File: src/rtl/hazard_unit.sv
// Hazard and forwarding controller for the five-stage pipeline: load-use stalls,
// branch flushes, EX operand bypass selection and saturating stall/flush counters.
module hazard_unit #(
    parameter int DATA_WIDTH = 32,
    parameter int REG_AW     = 5,
    parameter int FORWARDING = 1,
    parameter int CNT_WIDTH  = 32
) (
    input  logic                  clk,
    input  logic                  rst,
    input  logic                  id_valid,
    input  logic [REG_AW-1:0]     id_rs1,
    input  logic [REG_AW-1:0]     id_rs2,
    input  logic [REG_AW-1:0]     id_rd,
    input  logic                  id_regwrite,
    input  logic                  id_memread,
    input  logic                  ex_branch_taken,
    input  logic [DATA_WIDTH-1:0] ex_rs1_data,
    input  logic [DATA_WIDTH-1:0] ex_rs2_data,
    input  logic [DATA_WIDTH-1:0] mem_result,
    input  logic [DATA_WIDTH-1:0] wb_result,
    output logic                  stall,
    output logic                  flush_id,
    output logic                  flush_ex,
    output logic [1:0]            fwd_a,
    output logic [1:0]            fwd_b,
    output logic [DATA_WIDTH-1:0] ex_opa,
    output logic [DATA_WIDTH-1:0] ex_opb,
    output logic [CNT_WIDTH-1:0]  stall_cnt,
    output logic [CNT_WIDTH-1:0]  flush_cnt
);

    localparam logic [1:0] FWD_RF  = 2'd0;
    localparam logic [1:0] FWD_WB  = 2'd1;
    localparam logic [1:0] FWD_MEM = 2'd2;
    localparam logic [CNT_WIDTH-1:0] CNT_ONE = {{(CNT_WIDTH-1){1'b0}}, 1'b1};

    logic              r_ex_valid;
    logic [REG_AW-1:0] r_ex_rs1;
    logic [REG_AW-1:0] r_ex_rs2;
    logic [REG_AW-1:0] r_ex_rd;
    logic              r_ex_regwrite;
    logic              r_ex_memread;

    logic              r_mem_valid;
    logic [REG_AW-1:0] r_mem_rd;
    logic              r_mem_regwrite;
    logic              r_mem_memread;

    logic              r_wb_valid;
    logic [REG_AW-1:0] r_wb_rd;
    logic              r_wb_regwrite;

    logic [CNT_WIDTH-1:0] r_stall_cnt;
    logic [CNT_WIDTH-1:0] r_flush_cnt;

    logic w_ex_live;
    logic w_mem_live;
    logic w_wb_live;
    logic w_ex_hits_id;
    logic w_mem_hits_id;
    logic w_taken;
    logic w_raw_stall;
    logic w_stall;
    logic w_flush_ex;
    logic [1:0] w_fwd_a;
    logic [1:0] w_fwd_b;

    // A live producer has rd != 0, so an id_rs of zero can never match one.
    assign w_ex_live  = r_ex_valid  & r_ex_regwrite  & (r_ex_rd  != '0);
    assign w_mem_live = r_mem_valid & r_mem_regwrite & (r_mem_rd != '0);
    assign w_wb_live  = r_wb_valid  & r_wb_regwrite  & (r_wb_rd  != '0);

    assign w_ex_hits_id  = (r_ex_rd  == id_rs1) | (r_ex_rd  == id_rs2);
    assign w_mem_hits_id = (r_mem_rd == id_rs1) | (r_mem_rd == id_rs2);

    assign w_taken = ex_branch_taken & r_ex_valid;

    always_comb begin
        w_raw_stall = 1'b0;
        if (FORWARDING != 0) begin
            w_raw_stall = id_valid & w_ex_live & r_ex_memread & w_ex_hits_id;
        end else begin
            // Regfile is write-first, so only EX and MEM producers block ID.
            w_raw_stall = id_valid & ((w_ex_live & w_ex_hits_id) |
                                      (w_mem_live & w_mem_hits_id));
        end
    end

    assign w_stall    = w_raw_stall & ~w_taken;
    assign w_flush_ex = w_stall | w_taken;

    function automatic logic [1:0] fwd_sel(
        input logic [REG_AW-1:0] rs,
        input logic              mem_live,
        input logic              mem_load,
        input logic [REG_AW-1:0] mem_rd,
        input logic              wb_live,
        input logic [REG_AW-1:0] wb_rd
    );
        logic [1:0] sel;
        sel = FWD_RF;
        if (FORWARDING != 0) begin
            if (mem_live && !mem_load && (mem_rd == rs)) begin
                sel = FWD_MEM;
            end else if (wb_live && (wb_rd == rs)) begin
                sel = FWD_WB;
            end
        end
        return sel;
    endfunction

    always_comb begin
        w_fwd_a = fwd_sel(r_ex_rs1, w_mem_live, r_mem_memread, r_mem_rd, w_wb_live, r_wb_rd);
        w_fwd_b = fwd_sel(r_ex_rs2, w_mem_live, r_mem_memread, r_mem_rd, w_wb_live, r_wb_rd);
    end

    always_comb begin
        ex_opa = ex_rs1_data;
        case (w_fwd_a)
            FWD_MEM: ex_opa = mem_result;
            FWD_WB:  ex_opa = wb_result;
            default: ex_opa = ex_rs1_data;
        endcase
    end

    always_comb begin
        ex_opb = ex_rs2_data;
        case (w_fwd_b)
            FWD_MEM: ex_opb = mem_result;
            FWD_WB:  ex_opb = wb_result;
            default: ex_opb = ex_rs2_data;
        endcase
    end

    always_ff @(posedge clk or negedge rst) begin
        if (!rst) begin
            r_ex_valid     <= 1'b0;
            r_ex_rs1       <= '0;
            r_ex_rs2       <= '0;
            r_ex_rd        <= '0;
            r_ex_regwrite  <= 1'b0;
            r_ex_memread   <= 1'b0;
            r_mem_valid    <= 1'b0;
            r_mem_rd       <= '0;
            r_mem_regwrite <= 1'b0;
            r_mem_memread  <= 1'b0;
            r_wb_valid     <= 1'b0;
            r_wb_rd        <= '0;
            r_wb_regwrite  <= 1'b0;
        end else begin
            r_wb_valid     <= r_mem_valid;
            r_wb_rd        <= r_mem_rd;
            r_wb_regwrite  <= r_mem_regwrite;
            r_mem_valid    <= r_ex_valid;
            r_mem_rd       <= r_ex_rd;
            r_mem_regwrite <= r_ex_regwrite;
            r_mem_memread  <= r_ex_memread;
            r_ex_valid     <= id_valid & ~w_flush_ex;
            r_ex_rs1       <= id_rs1;
            r_ex_rs2       <= id_rs2;
            r_ex_rd        <= id_rd;
            r_ex_regwrite  <= id_regwrite;
            r_ex_memread   <= id_memread;
        end
    end

    always_ff @(posedge clk or negedge rst) begin
        if (!rst) begin
            r_stall_cnt <= '0;
            r_flush_cnt <= '0;
        end else begin
            if (w_stall && (r_stall_cnt != '1)) begin
                r_stall_cnt <= r_stall_cnt + CNT_ONE;
            end
            if (w_taken && (r_flush_cnt != '1)) begin
                r_flush_cnt <= r_flush_cnt + CNT_ONE;
            end
        end
    end

    assign stall     = w_stall;
    assign flush_id  = w_taken;
    assign flush_ex  = w_flush_ex;
    assign fwd_a     = w_fwd_a;
    assign fwd_b     = w_fwd_b;
    assign stall_cnt = r_stall_cnt;
    assign flush_cnt = r_flush_cnt;

endmodule

File: config.mk
export PLATFORM = sky130hd
export DESIGN_NAME = hazard_unit
export DESIGN_NICKNAME = d
export VERILOG_FILES = /design/src/rtl/hazard_unit.sv
export SDC_FILE = /design/constraint.sdc
export NUM_CORES = 1
export LEC_CHECK = 0
export CAP_MARGIN = 0
export CORE_MARGIN = 5
export CORE_UTILIZATION = 50
export DETAILED_ROUTE_END_ITERATION = 12
export DONT_BUFFER_PORTS = 1
export PLACE_DENSITY = 0.71
export SYNTH_ARGS = -nofsm -noshare
export SYNTH_HDL_FRONTEND = slang
export SYNTH_SLANG_ARGS = --single-unit
File: constraint.sdc
create_clock -name clk -period 2.5 [get_ports clk]
set_input_delay 0.25 -clock clk [delete_from_list [all_inputs] [get_ports clk]]
set_output_delay 0.25 -clock clk [all_outputs]
set_load 0.005 [all_outputs]
==> results.py <==
metrics = {
    "power": {
        "vdd_drop_max_uv": 504,
        "leakage_nw": 3.29,
        "powerDensity_nw_per_um2": 495,
    },
    "critical_path": {
        "cp-end-kind": "primary output",
        "required_ps": 2250,
        "reg2regPathDepth": 6,
        "rrSetupSlack_ps": 160,
        "cp_data_arrival_time_ps": 2400,
        "critPathLaunch": "r_mem_rd[4]",
        "critPathSlowestCell": "nor4_4",
        "crit_path_end": "ex_opb[19]",
        "slowest_delay_ps": 730,
        "cp_max_fo": 14,
        "critPathKind": "reg2out",
        "critical_path.reg2reg.startpoint": "stall_cnt[0]",
        "crit_chain": "xnor2_4 > nand3_4 > nor4_4 > clkbuf_16 > nand2_1 > o21ai_0",
        "reg2reg_to": "stall_cnt[1]",
        "startpoint_type": "flip-flop",
    },
    "floorplanning": {
        "ioPinCount": 284,
        "die_h_um": 116,
        "die_area_um2": 13500,
        "rows": 38,
        "core_area_um2": 10900,
        "die_x_um": 116,
        "initial_core_util_pct": 51.4,
    },
    "layout": {
        "layout.nets": 799,
        "ff_latch_area_um2": 2430,
        "final_area_um2": 7190,
        "diodes": 0,
        "multiInputGateArea_um2": 3450,
        "fillers": 839,
        "final_common_cell": "dfrtp_1",
        "area_growth_pct": 27.9,
        "drive_above_1_share_pct": 23.1,
        "mostFrequentLayoutCells": "dfrtp_1, nand2_1, xnor2_1",
    },
    "clock_network": {
        "cts_hold_buffers": 17,
        "clk_latency_ps": 340,
        "cts_tree": "yes",
        "cts_made_buffers": 9,
        "clockRootBuffer": "clkbuf_16",
        "clock-sinks": 97,
        "htree_levels": 3,
        "clkTransAtPathRegs_ps": 80,
        "clk_path_buf_depth": 2,
    },
    "route": {
        "top_layer": "met4",
        "postRouteAntennaNets": 0,
        "dr_total_vias": 5048,
        "drtIter0Drc": 294,
        "route.met2.wl_mm": 10.7,
        "routed-wl-met3_mm": 1.99,
        "wirelength_mm": 20.5,
        "drc": 0,
        "detail_route.wl_per_cell_um": 25.8,
        "drt_pass1_iterations": 5,
        "vias_per_cell": 6.37,
        "met1_length_mm": 6.91,
    },
    "synth": {
        "ys_seq_elements": 97,
        "synth_area_um2": 5620,
        "synth_area_leaders": "dfrtp_1, mux2i_1, xnor2_1",
        "netlist_instances": 587,
        "synth_edf_count": 0,
        "synthDistinctLibCells": 48,
        "yosys_warnings": 0,
        "ys_seq_area_share_pct": 43.2,
        "synth_fp_nets": 738,
        "syn_area_per_cell_um2": 9.57,
        "synthArstFlopShare_pct": 100,
        "synth_top_area_share_pct": 43.2,
        "synth_area_leader_cell": "dfrtp_1",
        "ys.flop_type": "dfrtp_1",
    },
    "placement": {
        "io_buffers": 0,
        "gp_congestion": 0.968,
        "dpl_cell_area_um2": 5900,
        "place_ws_ps": -14.9,
        "hpwlAfterDp_mm": 13.6,
    },
    "timing": {
        "slew_headroom_pct": 46.2,
        "clock-skew-final_ps": 8.97,
        "fin_crit_sh_pct": 106,
        "setup_violations": 38,
        "fmax_mhz": 377,
        "hold_violations": 97,
        "holdWs_ps": -403,
        "setup_slack_ps": -154,
        "drv_slew": 0,
        "tightest_slew_ps": 801,
        "finalCriticalPeriod_ps": 2650,
        "rsz0062_at_grt": "true",
    },
    "global_routing": {
        "grt_pass1_vias": 4719,
        "antenna_found_initial": 0,
        "overflow": 0,
        "grt_max_degree": 98,
        "grt_pass1_wl_mm": 26.5,
        "grtUsageTotal_pct": 25.9,
    },
    "job": {
        "max-cap-violations": 0,
    },
    "worst_hold_path": {
        "hold_path_class": "in2async",
    },
    "status": {
        "outcome": "finished with violations",
        "violations": "negative hold slack, negative setup slack",
    },
}
how the worst min path moves through the flow:
stage / from / end / slack, ps
CTS: rst / stall_cnt[6] / -410
finish: rst / r_ex_rd[2] / -400
global placement: rst / stall_cnt[6] / -40
floorplan: rst / flush_cnt[0] / -50
detailed placement: rst / stall_cnt[6] / -40
global route: rst / stall_cnt[3] / -420
sequential cells by signal, summed over array words and instances, names as in the netlist:
register	count
flush_cnt	32
r_ex_memread	1
r_ex_rd	5
r_ex_regwrite	1
r_ex_rs1	5
r_ex_rs2	5
r_ex_valid	1
r_mem_memread	1
r_mem_rd	5
r_mem_regwrite	1
r_mem_valid	1
r_wb_rd	5
r_wb_regwrite	1
r_wb_valid	1
stall_cnt	32
cell families after synthesis:
| family | synth area share, % |
|---|---|
| and+or+nand+nor | 20.3 |
| AOI/OAI and AO/OA | 7.81 |
| adders and majority gates | 0.445 |
| DFF | 43.2 |
| muxes | 11.9 |
| xor gates and xnor gates | 14.0 |
| buffers and inverters | 2.34 |
critical path: cells and delay by family, from the launching register on:
kind / cells / cell delay [ps]
DFF: 1 / 470
and+or+nand+nor: 3 / 910
AOI/OAI and AO/OA: 1 / 130
buffers and inverters: 1 / 320
xor gates and xnor gates: 1 / 200
final cells by class:
class | count | area share [%]
multi-input combinational | 466 | 48.0
sequential | 97 | 33.8
timing repair buffer | 68 | 11.0
clock buffer | 9 | 3.13
tap | 140 | 2.44
clock inverter | 7 | 1.24
inverter | 6 | 0.313
layer usage:
layer  vias to the layer above  global-route usage, %
met5                         -                      0
met4                         0                   11.9
met3                        70                   8.62
met2                       290                   46.3
met1                      2482                   27.6
li1                       2206                      -
where the power goes:
| group | total [mW] | internal, mW | switching (mW) |
|---|---|---|---|
| Clock | 1.42 | 0.798 | 0.627 |
| Combinational | 0.371 | 0.198 | 0.173 |
| Sequential | 1.76 | 1.64 | 0.121 |
| Total | 3.56 | 2.64 | 0.920 |
cells in the mapped netlist (all sizes together), types with 2 or more instances:
master	instances
dfrtp	97
nor3b	2
inv	6
and4	5
ha	2
nor4	6
nand4	27
buf	7
nor3	17
mux2i	64
clkbuf	14
nand3	25
xnor2	61
or4	3
nor2	20
and3	10
xor2	29
or3	2
a21oi	4
o21ai	65
a211o	2
nand2	101
mux2	2
metrics by stage:
| step | power, mW | setup TNS [ps] | utilization, % | cells |
|---|---|---|---|---|
| floorplan | 1.94 | 0 | - | 587 |
| global placement | 2.03 | 0 | 53.9 | 726 |
| detailed placement | 2.04 | -14.9 | 53.9 | 726 |
| CTS | 3.49 | -313 | 60.9 | 771 |
| global route | 3.70 | -8080 | 65.7 | 793 |
| finish | 3.56 | -3430 | 65.7 | 793 |
timing repair:
item	4_1_cts	5_1_grt
gates resized for setup	42	105
hold endpoints to repair	114	97
pin swaps	3	4
buffers inserted	7	13
setup endpoints to repair	43	64
cloned	5	9
Note: power is estimated with default switching activity, not from simulation.
